==> src/rtl/stream_argmax.sv <==
// stream_argmax: framed running maximum / argmax with beat count and wrap flag.
// Define ARGMAX_SECOND_EN to add the runner-up score and margin outputs.
module stream_argmax #(
    parameter int DW = 32,
    parameter int IW = 8
) (
    input  logic          clk,
    input  logic          rst,
    input  logic          in_valid,
    output logic          in_ready,
    input  logic [DW-1:0] in_data,
    input  logic          in_last,
    output logic          out_valid,
    input  logic          out_ready,
    output logic [DW-1:0] out_max,
    output logic [IW-1:0] out_idx,
    output logic [IW-1:0] out_cnt,
`ifdef ARGMAX_SECOND_EN
    output logic [DW-1:0] out_second,
    output logic [DW-1:0] out_margin,
`endif
    output logic          out_ovf
);
    typedef logic [DW-1:0] dw_t;
    typedef enum logic [1:0] {IDLE, ACCUM, DONE} state_t;
    state_t state, state_n;
    dw_t max_r;
    logic [IW-1:0] idx_r;
    logic [IW-1:0] cnt_r;
    logic ovf_r;
    logic acc;
    assign in_ready  = state != DONE;
    assign out_valid = state == DONE;
    assign acc       = in_valid && in_ready;
    assign out_max   = max_r;
    assign out_idx   = idx_r;
    assign out_cnt   = cnt_r;
    assign out_ovf   = ovf_r;
    always_ff @(posedge clk) begin
        if (rst) state <= IDLE;
        else     state <= state_n;
    end
    always_comb begin
        state_n = state;
        state_n = (state == DONE) ? (out_ready ? IDLE : DONE)
                : acc             ? (in_last ? DONE : ACCUM)
                :                   state;
    end
    always_ff @(posedge clk) begin
        if (rst) begin
            max_r <= '0;
            idx_r <= '0;
            cnt_r <= '0;
            ovf_r <= 1'b0;
        end else if (acc && state == IDLE) begin
            max_r <= in_data;
            idx_r <= '0;
            cnt_r <= '0;
            ovf_r <= 1'b0;
        end else if (acc) begin
            // the counter wraps past 2^IW-1; the flag stays set for the frame
            cnt_r <= cnt_r + 1'b1;
            ovf_r <= ovf_r | (&cnt_r);
            if (in_data > max_r) begin
                max_r <= in_data;
                idx_r <= cnt_r + 1'b1;
            end
        end
    end
`ifdef ARGMAX_SECOND_EN
    dw_t second_r;
    assign out_second = second_r;
    assign out_margin = max_r - second_r;
    always_ff @(posedge clk) begin
        if (rst) begin
            second_r <= '0;
        end else if (acc && state == IDLE) begin
            second_r <= '0;
        end else if (acc) begin
            // a repeat of the max counts as the runner-up
            if (in_data > max_r)
                second_r <= max_r;
            else if (in_data > second_r || in_data == max_r)
                second_r <= in_data;
        end
    end
`endif
endmodule

==> config.mk <==
export PLATFORM = sky130hd
export DESIGN_NAME = stream_argmax
export DESIGN_NICKNAME = d
export VERILOG_FILES = /design/src/rtl/stream_argmax.sv
export SDC_FILE = /design/constraint.sdc
export NUM_CORES = 1
export LEC_CHECK = 0
export CELL_PAD_IN_SITES_DETAIL_PLACEMENT = 1
export CELL_PAD_IN_SITES_GLOBAL_PLACEMENT = 1
export CORE_ASPECT_RATIO = 0.8
export CORE_MARGIN = 8
export CORE_UTILIZATION = 36
export DETAILED_ROUTE_END_ITERATION = 7
export PLACE_DENSITY_LB_ADDON = 0.1
export RECOVER_POWER = 100
export SKIP_LAST_GASP = 1
export SYNTH_ARGS = -nofsm -noshare
export SYNTH_HDL_FRONTEND = slang
export SYNTH_SLANG_ARGS = --single-unit
==> constraint.sdc <==
create_clock -name clk -period 3.6 [get_ports clk]
set_input_delay 0.72 -clock clk [delete_from_list [all_inputs] [get_ports clk]]
set_output_delay 0.72 -clock clk [all_outputs]
set_load 0.005 [all_outputs]
Yosys cells after proc, flatten, opt, wreduce, memory -nomap -nowiden:

Index checks and enable logic that the tools add are counted.
W data, S select, Z words.

* bits in registers: 51
* input port bits: 37
* output and inout port bits: 51
* word-level logic and storage cells: 27

* add/sub/neg operators: 1
* magnitude comparators: 1
* eq/ne operators: 2
* multiplexer cells: 7
* bitwise gates (word level): 1
* reductions and logical operators: 10

Operator list (count)
* $mux W32: 3
* $gt A32 B32 Y1: 1
* $add A8 B1 Y8 const B: 1
* $mux W2: 4
* $reduce_and A8 Y1: 1
* $reduce_bool A2 Y1: 3
* $reduce_and A2 Y1: 2
* $eq A2 B2 Y1 const B: 1
* $logic_and A1 B1 Y1: 2
* $logic_not A2 Y1: 1
* $ne A2 B2 Y1 const B: 1
* $reduce_or A2 Y1: 1
* $or A1 B1 Y1: 1

Depth between registers and ports, before layout:

* depth after elaboration: 5
* depth in mapped cells: 11
* gate-level depth less buffers: 9

Worst setup path before layout:

Ideal clock, no wire load.

* path type: in2reg
* start point: input port in_data[14]
* end point: register max_r[0], in the netlist out_max[0]
* library setup time: 0.072 ns
* arrival time: 2.769 ns
* data required time: 3.528 ns
* slack: 0.760 ns
* stages on the path: 10
* path buffers: 2
* path through: ha_1 > nand4_2 > nor3_2 > a21boi_1 > or4b_4 > o21ai_4 > and2b_1 > buf_6 > buf_12 > mux2i_1

* longest elaborated chain between the ends: 3

Ends and longest elaborated chain
* start: declaration: line 11 `input logic [DW-1:0] in_data,`
* $gt A32 B32 Y1: line 64 `if (in_data > max_r) begin`
* $reduce_bool A2 Y1 (no line)
* $reduce_and A2 Y1 (no line)
* end signal: assignment: line 56 `max_r <= in_data;`
* end signal: assignment: line 65 `max_r <= in_data;`
* end: declaration: line 27 `dw_t max_r;`

No other way between the ends.
A chain may end at the register's enable or synchronous reset.

Worst setup path in the final report:

* start point: input port in_data[23]
* end point: register max_r[7], in the netlist out_max[7]

The elaborated chain is that of the path after synthesis.

==> impl_metrics.toml <==
[drt]
first_pass_iters = 4
drtIter0Drc = 53
drc = 0
via_count = 2613
drt-wirelength-per-cell_um = 15.60
drtAntennaViolNets = 0
viasPerCell = 4.812
wl_um = 8469

[hold_path]
hp-class = "register to register"

[final_layout]
stdcell_count = 543
layout_commonest_cell = "nand2b_1"
n_antenna_cell = 0
layout-drive-gt1-share = 0.05336
area_growth_pct = 31.56
post-route-util = 0.4915
fill_cells = 995
mostFrequentLayoutCells = "65 x nand2b_1, 51 x dfxtp_1, 51 x dlygate4sd3_1, 40 x mux2i_1, 36 x clkdlybuf4s50_1"
fin_nets = 500

[global_routing]
grt_start_max_net_pins = 68
grt_overflow = 0
antenna_found_initial = 0
grt_pass1_vias = 2811
track_usage = 0.1390
grt_pass1_wl_um = 13830

[setup_path]
crit_top_cell = "o21ai_0"
cp_num_buf_inv = 2
max_stage_delay_ns = 0.43
end_kind = "register"
crit_family = "compound AO/OA/AOI/OAI gates"
crit_slowest_cell = "clkdlybuf4s50_1"
crit_chain = "clkdlybuf4s50_1, ha_1, a211oi_2, o21ai_0, a221oi_1, nand2_1, o21ai_0, and2b_2, clkbuf_2, mux2i_1"
crit_type = "input pin to register"
worst-path-max-fanout = 13
start_kind = "input pin"
worstPathRequired_ns = 3.85
cp.arrival_ns = 3.46

[power_and_ir_drop]
power_frac_comb = 0.313
p_leak_nw = 1.860
vdd_drop_max_mv = 0.1515
power.switching_w = 0.0004677
swShare = 0.3196
clockPowerShare = 0.244
powerDensity_mw_per_mm2 = 349.5
intPower_w = 0.0009960
p_seq_frac = 0.443

[clock_tree]
clkSinkCount = 51
htree_levels = 2
cts_setup_buffers = 0
numCtsBuffers = 5
holdBufCountCts = 0
cts-root-buf = "clkbuf_8"
clkSlewWorstSetupHoldPaths_ns = 0.10
cts_tree = "built"
cts_resized = 0
clk_latency_ns = 0.32
clockBufferDepth = 2

[placed_design]
place_hpwl_um = 6619
dp.cells = 535
gp_congestion = 0.7269
io_buffers = 87

[synthesis]
syn-instance-count = 347
synthArstFlopShare = 0
synthFlopType = "dfxtp_1"
yosys_warnings = 0
syn_nets = 417
synth_edf_count = 0
synth-seq-area-share = 0.3208
avgSynthCellArea_um2 = 9.173
ys_types = 43
synth_top_area_cell = "dfxtp_1"
syn_area_mm2 = 0.003183
synth_area_leaders = "dfxtp_1 32%, ha_1 13%, nand2b_1 13%, mux2i_1 13%, inv_1 4.1%"
synth-seq-cells = 51
synth.top_cell.area_share = 0.3208

[sta]
fin_crit_ns = 3.208
clock.fmax_mhz = 311.7
finalSetupViolCount = 0
rsz0062_at_grt = "false"
hold_violations = 0
slew_violations = 68
period_share = 0.8912
worst_slew_margin_rel = -0.3929
fin_skew_ns = 0.006909
max_slew.worst_pin.slew_ns = 2.089
final.setup.tns_ns = 0

[floorplanning]
start_util = 0.3736
io_pins = 88
core.rowCount = 30
fp.dieArea_mm2 = 0.01213
die_h_um = 100.1
die_w_um = 121.1
core-area_mm2 = 0.008521

[status]
status = "complete, but fails checks"
violations = "max-capacitance violations, max-slew violations"

[job]
cap_violations = 1
==> power groups by stage <==
stage / Combinational (W) / Clock (W) / Sequential (W)
2_1_floorplan: 0.000298 / 0 / 0.000659
3_3_place_gp: 0.000480 / 0 / 0.000662
3_5_place_dp: 0.000494 / 0 / 0.000664
4_1_cts: 0.000498 / 0.000374 / 0.000651
5_1_grt: 0.000508 / 0.000388 / 0.000656
6_report: 0.000458 / 0.000358 / 0.000648
==> layout make-up <==
type	count	area [µm²]	area share
Tap cell	112	140.1	0.03346
Inverter	35	131.4	0.03137
Timing Repair Buffer	91	894.6	0.2136
Clock buffer	5	68.82	0.01643
Clock inverter	3	23.77	0.005677
Multi-Input combinational cell	246	1908	0.4556
Sequential cell	51	1021	0.2438
==> metal layers <==
| layer | share of wire | global-route usage |
|---|---|---|
| met4 | 0.0084 | 0.03406 |
| met3 | 0.047 | 0.03984 |
| met5 | 0 | 0 |
| met1 | 0.48 | 0.1712 |
| met2 | 0.46 | 0.2332 |
==> synth_stat cells (2+ instances only) <==
cell type,n
ha_1,33
nand4_2,2
xnor2_1,6
nand4_1,5
nand2_1,12
mux2i_1,40
and3_1,2
xor2_1,7
nor3_2,2
a211oi_1,2
nor2_1,21
nand3_1,10
clkbuf_1,11
buf_12,3
a21o_1,3
nand2b_1,65
a21oi_1,13
inv_1,35
dfxtp_1,51
==> worst paths after layout <==
path / startpoint / endpoint / slack (ns) / cells after the start
min: out_max[21] / out_max[21] / 0.49 / 2
max: in_data[23] / out_max[7] / 0.39 / 10
max reg2reg: out_max[23] / out_max[7] / 0.83 / 10
min reg2reg: out_max[21] / out_max[21] / 0.49 / 2
==> logic make-up after synthesis <==
kind of cell,Yosys count,share of synthesized area
fa+ha+maj,33,0.1297
simple gates,128,0.2347
flops,51,0.3208
compound gates,32,0.07665
xor+xnor,13,0.03577
mux,40,0.1258
buf+inv,50,0.07665
==> flip-flops by register name, summed over array words and instances (netlist names) <==
register,count
out_idx,8
out_max,32
state,2
out_ovf,1
out_cnt,8
==> through the flow <==
step	hold slack, ns	total power, W	cell area [µm²]	setup WS, ns
after floorplan	0.4647	0.0009576	3183	0.7598
after global placement	0.4628	0.001142	4125	0.2519
after detailed placement	0.4848	0.001158	4125	0.1548
after CTS	0.5050	0.001523	4218	0.4874
after global routing	0.5230	0.001552	4188	0.1695
final	0.4939	0.001464	4188	0.3915
==> worst register-to-register path, stage by stage, from the launching register on <==
cell      delay, ns
dfxtp_1        0.37
inv_1          0.06
ha_1           0.31
a211oi_2       0.21
o21ai_0        0.13
a221oi_1       0.43
nand2_1        0.13
o21ai_0        0.24
and2b_2        0.18
clkbuf_2       0.38
mux2i_1        0.26
No activity file was read; power rests on OpenSTA's default activity.
